<file path="src/rtl/ifu_pkg.sv">
// Shared types and sizes for the instruction fetch unit and its skid buffer.
package ifu_pkg;

  localparam int IFU_BUF_DEPTH = 2;
  localparam int IFU_ADDR_W    = 32;
  localparam int IFU_DATA_W    = 32;
  localparam int IFU_ENTRY_W   = IFU_ADDR_W + IFU_DATA_W;
  localparam int IFU_CNT_W     = $clog2(IFU_BUF_DEPTH + 1);

  typedef enum logic [1:0] {
    IDLE  = 2'd0,
    FETCH = 2'd1,
    HALT  = 2'd2
  } ifu_state_t;

  typedef struct packed {
    logic [IFU_ADDR_W-1:0] pc;
    logic [IFU_DATA_W-1:0] instr;
  } ifu_entry_t;

endpackage

</file>
<file path="src/rtl/ifu_skid_buffer.sv">
// Two-entry FIFO holding {pc, instruction} pairs between the ROM and decode.
// A flush empties it and overrides any push or pop in the same cycle.
module ifu_skid_buffer
  import ifu_pkg::*;
(
  input  logic                 clk,
  input  logic                 rst_n,
  input  logic                 push_i,
  input  logic                 pop_i,
  input  logic                 flush_i,
  input  ifu_entry_t           data_i,
  output logic [IFU_CNT_W-1:0] count_o,
  output ifu_entry_t           head_o
);

  ifu_entry_t           mem_q [IFU_BUF_DEPTH];
  logic                 wr_ptr_q, wr_ptr_d;
  logic                 rd_ptr_q, rd_ptr_d;
  logic [IFU_CNT_W-1:0] count_q, count_d;
  logic                 wr_en, rd_en;

  always_comb begin
    rd_en    = pop_i && !flush_i && (count_q != '0);
    // A push into a full buffer is only legal when the head leaves this cycle.
    wr_en    = push_i && !flush_i &&
               ((count_q < IFU_CNT_W'(IFU_BUF_DEPTH)) || rd_en);
    wr_ptr_d = wr_ptr_q;
    rd_ptr_d = rd_ptr_q;
    count_d  = count_q + IFU_CNT_W'(wr_en) - IFU_CNT_W'(rd_en);
    if (flush_i) begin
      wr_ptr_d = 1'b0;
      rd_ptr_d = 1'b0;
      count_d  = '0;
    end else begin
      if (wr_en) wr_ptr_d = ~wr_ptr_q;
      if (rd_en) rd_ptr_d = ~rd_ptr_q;
    end
  end

  always_ff @(posedge clk or negedge rst_n) begin
    if (!rst_n) begin
      wr_ptr_q <= 1'b0;
      rd_ptr_q <= 1'b0;
      count_q  <= '0;
    end else begin
      wr_ptr_q <= wr_ptr_d;
      rd_ptr_q <= rd_ptr_d;
      count_q  <= count_d;
    end
  end

  for (genvar gi = 0; gi < IFU_BUF_DEPTH; gi++) begin : g_entry
    always_ff @(posedge clk or negedge rst_n) begin
      if (!rst_n) begin
        mem_q[gi] <= '0;
      end else if (wr_en && (wr_ptr_q == 1'(gi))) begin
        mem_q[gi] <= data_i;
      end
    end
  end

  assign count_o = count_q;
  assign head_o  = mem_q[rd_ptr_q];

endmodule

</file>
<file path="src/rtl/instr_fetch_unit.sv">
// Fetch sequencer: owns the PC, addresses the async-read ROM, and feeds
// decode through a two-entry skid buffer with flush/redirect and halt.
module instr_fetch_unit
  import ifu_pkg::*;
#(
  parameter logic [IFU_ADDR_W-1:0] RESET_PC = 32'h0000_0000,
  parameter logic [IFU_ADDR_W-1:0] PC_LIMIT = 32'd32
) (
  input  logic                  clk,
  input  logic                  rst_n,
  input  logic                  start,
  output logic [IFU_ADDR_W-1:0] imem_pc,
  input  logic [IFU_DATA_W-1:0] imem_instruction,
  input  logic                  redirect_valid,
  input  logic [IFU_ADDR_W-1:0] redirect_pc,
  output logic                  inst_valid,
  input  logic                  inst_ready,
  output logic [IFU_DATA_W-1:0] inst_out,
  output logic [IFU_ADDR_W-1:0] inst_pc,
  output logic                  halted
);

  ifu_state_t            state_q, state_d;
  logic [IFU_ADDR_W-1:0] pc_q, pc_d;
  logic [IFU_CNT_W-1:0]  count;
  logic [IFU_CNT_W-1:0]  count_after_pop;
  ifu_entry_t            head;
  ifu_entry_t            push_entry;
  logic                  push, pop, flush, in_window;

  always_comb begin
    state_d         = state_q;
    pc_d            = pc_q;
    push            = 1'b0;
    flush           = 1'b0;
    pop             = inst_valid && inst_ready;
    in_window       = pc_q < PC_LIMIT;
    count_after_pop = count - IFU_CNT_W'(pop);
    push_entry      = '{pc: pc_q, instr: imem_instruction};

    case (state_q)
      IDLE: begin
        if (start) state_d = FETCH;
      end
      FETCH: begin
        if (redirect_valid) begin
          flush   = 1'b1;
          pc_d    = {redirect_pc[IFU_ADDR_W-1:2], 2'b00};
        end else begin
          push = in_window && ((count < IFU_CNT_W'(IFU_BUF_DEPTH)) || pop);
          if (push) pc_d = pc_q + 32'd4;
          if (!in_window && (count_after_pop == '0)) state_d = HALT;
        end
      end
      HALT: begin
        if (redirect_valid) begin
          flush   = 1'b1;
          pc_d    = {redirect_pc[IFU_ADDR_W-1:2], 2'b00};
          state_d = FETCH;
        end
      end
      default: state_d = IDLE;
    endcase
  end

  always_ff @(posedge clk or negedge rst_n) begin
    if (!rst_n) begin
      state_q <= IDLE;
      pc_q    <= RESET_PC;
    end else begin
      state_q <= state_d;
      pc_q    <= pc_d;
    end
  end

  // Flush outranks pop inside the buffer, so a handshake in a redirect cycle is void.
  ifu_skid_buffer u_buf (
    .clk     (clk),
    .rst_n   (rst_n),
    .push_i  (push),
    .pop_i   (pop),
    .flush_i (flush),
    .data_i  (push_entry),
    .count_o (count),
    .head_o  (head)
  );

  assign imem_pc    = pc_q;
  assign inst_valid = (count != '0);
  assign inst_out   = head.instr;
  assign inst_pc    = head.pc;
  assign halted     = (state_q == HALT);

endmodule

</file>
<file path="config.mk">
export PLATFORM = sky130hd
export DESIGN_NAME = instr_fetch_unit
export DESIGN_NICKNAME = d
export VERILOG_FILES = /design/src/rtl/ifu_pkg.sv /design/src/rtl/ifu_skid_buffer.sv /design/src/rtl/instr_fetch_unit.sv
export SDC_FILE = /design/constraint.sdc
export NUM_CORES = 1
export LEC_CHECK = 0
export BUFFER_PORTS_ARGS = -buffer_cell sky130_fd_sc_hd__buf_2
export CORE_ASPECT_RATIO = 1.75
export CORE_MARGIN = 8
export CORE_UTILIZATION = 59
export CTS_CLUSTER_DIAMETER = 150
export DETAILED_ROUTE_END_ITERATION = 8
export PLACE_DENSITY = 0.95
export SYNTH_ARGS = -nofsm -noshare
export SYNTH_HDL_FRONTEND = slang
export SYNTH_SLANG_ARGS = --single-unit
</file>
<file path="constraint.sdc">
create_clock -name clk -period 7.19 [get_ports clk]
set_input_delay 0.3595 -clock clk [delete_from_list [all_inputs] [get_ports clk]]
set_output_delay 0.3595 -clock clk [all_outputs]
set_load 0.005 [all_outputs]
</file>
==> summary.txt <==
Status
  • Outcome: finished clean

GRT
  • Antenna violations before repair: 0
  • Total track usage: 22.2%
  • Number of global-route vias before repair: 5883
  • First-pass GRT wire length: 29.9 mm
  • Global route total overflow: 0
  • Largest net degree at the start of global routing: 85

Die
  • Die extent in y: 166 um
  • Die ar.: 16900 um2
  • Site row count: 55
  • Die Span X: 102 um
  • Core Footprint: 12700 um2
  • Initial Util: 59.5%
  • Boundary pin count: 167

Pwr
  • Switching power: 947 uW
  • Sw Ratio: 34.5%
  • Cell Int Power: 1800 uW
  • Max VDD drop: 0.265 mV
  • Logic pwr share: 24.3%
  • Power per standard cell area: 303 nW/um2
  • Clk network pwr share: 33.1%
  • Leak: 0.00481 uW
  • Seq pwr share: 42.6%

STA
  • F_max: 311 MHz
  • RSZ-0062 raised after global routing: no
  • Final Skew: 0.0107 ns
  • Fin crit period: 3.21 ns
  • Period utilisation layout: 44.7%
  • Final Slew Violations: 0
  • Final setup fails: 0
  • Hold WS: 0.159 ns
  • Final Hold Fails: 0
  • Setup TNS: 0 ns
  • Relative slew margins: 30.8%
  • Worst-margin pin slew: 1.04 ns

Synth
  • Post-synth top area share: 52.8%
  • Register area share after synthesis: 52.8%
  • Largest area contributor in the netlist: dfrtp_1
  • Prevailing post-synth register cell: dfrtp_1
  • Syn. warnings: 0
  • Post-Syn Area: 7580 um2
  • Top-count cell post-synth: dfrtp_1
  • Post-synth cell types: 47
  • Cells after Synth: 639
  • Post-synth ARST share: 100%
  • Largest cells by area after synthesis: dfrtp_1 (53%), mux2_2 (15%), mux2_4 (6.5%), and2_1 (3.0%), o21ai_0 (2.6%)
  • Syn avg cell area: 11.9 um2
  • EDFF count, synth: 0
  • Synth cell count leaders: dfrtp_1 (160), mux2_2 (99), o21ai_0 (40), and2_1 (36), nor2_1 (36)
  • Register bit total from synthesis: 160

Placed design
  • Dpl cells: 939
  • Detailed placement HPWL: 12.6 mm
  • Port buffer count: 160
  • RePlAce Congestion: 0.909
  • Placed inst area: 8450 um2

Hold path
  • Hold depth: 3
  • Hold Crit Start: redirect_pc[13]
  • Worst Hold Class: in -> reg
  • Hold Path Sink: imem_pc[13]

Final layout
  • ANT cells: 0
  • Share of layout cells above drive strength 1: 42.4%
  • Nets@finish: 863
  • Syn-to-layout area delta: 19.6%
  • Fin area: 9070 um2
  • Final core occ: 71.2%
  • Fin cells: 972

Critical path
  • Crit end category: flip-flop
  • Worst Reg-to-Reg Cells: 5
  • Worst setup SP type: flip-flop
  • Crit path max fanout: 45
  • CP peak stage delay: 0.61 ns
  • Max stage delay cell, worst path: or4_4
  • R2R Setup Slk: 3.98 ns
  • Worst-path cell chain: or4_4, or4_4, nor2_4, buf_4, mux2_2
  • CP Class: reg -> reg
  • Critical register-to-register path startpoint: imem_pc[8]
  • CP most frequent cell: or4_4
  • R2r endpoint: u_buf.mem_q[93]
  • WP data arrival: 3.50 ns
  • Worst EP required: 7.48 ns

Drt
  • Final ANT Viol Nets: 0
  • Wire length per cell: 18.8 um
  • Vias per cell: 5.77
  • Routed WL: 18.3 mm
  • Vias: 5613
  • DRC errors left: 0
  • Drt pass-1 iters: 5
  • Initial drt markers: 286

Clock network
  • Root Driver: clkbuf_16
  • H-tree levels: 4
  • Skew-Pair Late Insertion Delay: 0.41 ns
  • Worst-path clk slew: 0.07 ns
  • Clk sinks: 160
  • CTS-repair resized insts: 0
  • # Post-CTS Setup Buffers: 0
  • CTS tree: done
  • CTS buffer count: 17
  • Longest Clk Path Bufs: 2

Flow run
  • Max cap viols: 0
-- timing repair --
action | in CTS | in global routing
hold buffers | 1 | 0
endpoints found under the hold margin | 28 | 0
setup endpoints to repair | 0 | 0
-- cells in the final DEF, fill, tap and decap left out, types with 2 or more instances in the layout --
cell / instances
nor3_1: 10
nor2b_1: 29
dfrtp_1: 159
buf_2: 159
nand2b_1: 4
or2_2: 3
clkbuf_16: 17
o21a_1: 2
o22a_1: 7
nand3_1: 15
mux2_4: 33
bufinv_16: 2
ha_1: 6
a2bb2oi_1: 2
a31oi_1: 3
o22ai_1: 3
mux2_2: 99
xor2_1: 3
a21oi_1: 27
conb_1: 4
or4_4: 2
nor2_1: 35
clkinv_4: 4
and3_1: 6
inv_6: 5
nand2_1: 25
o21ai_0: 40
a32oi_1: 6
nand4_1: 5
nor4_1: 8
and2_1: 36
buf_4: 6
a22oi_1: 4
inv_1: 10
-- metal layers --
layer / track usage, % / wire length [um]
met3: 5.37 / 1490
met1: 26.5 / 7200
met4: 8.02 / 410
met2: 37.4 / 9210
met5: 0 / 0
-- worst max-delay path by stage --
stage	to	cells after the start	start	slack [ns]
after floorplan	u_buf.mem_q[64]	5	imem_pc[8]	4.81
after global placement	u_buf.mem_q[89]	5	imem_pc[8]	3.98
after detailed placement	u_buf.mem_q[93]	5	imem_pc[8]	3.99
after CTS	u_buf.mem_q[93]	5	imem_pc[8]	3.96
after global routing	u_buf.mem_q[84]	5	imem_pc[8]	3.84
final	u_buf.mem_q[93]	5	imem_pc[8]	3.98
-- power by group through the flow --
stage	logic (uW)	registers, uW	clock network, uW
final	668	1170	908
after global routing	744	1180	964
after CTS	665	1160	928
after detailed placement	663	1180	0
after global placement	645	1170	0
after floorplan	459	1120	0
-- cell type report --
cell class	instances	area, um2
sequential	160	4010
fill	871	3660
multi-input combinational	431	3340
timing repair buffer	167	862
clock buffer	18	429
tap	171	214
clock inverter	14	174
inverter	11	41.3
-- sequential cells by signal, indices dropped and copies added (netlist names) --
signal,count
u_buf.mem_q,124
u_buf.rd_ptr_q,1
imem_pc,30
state_q,2
u_buf.count_o,2
u_buf.wr_ptr_q,1
-- stage by stage --
step	worst slack, ns	total power (uW)
3_5_place_dp	3.99	1840
3_3_place_gp	3.98	1820
4_1_cts	3.96	2750
2_1_floorplan	4.81	1580
5_1_grt	3.84	2890
6_report	3.98	2750
-- kinds of logic after synthesis --
logic type,synth area share [%]
buffers and inverters,3.25
muxes,21.4
AOI/OAI and AO/OA,7.81
xor gates and xnor gates,0.462
and+or+nand+nor,13.2
DFF,52.8
other,0.0495
adders and majority gates,0.991
-- worst max-delay path, delay by kind of cell, from the launching register on --
family / cells / cell delay, ns
simple gates: 3 / 1.62
buf+inv: 1 / 0.55
flops: 1 / 0.47
mux: 1 / 0.41
No activity file was read; power rests on OpenSTA's default activity.
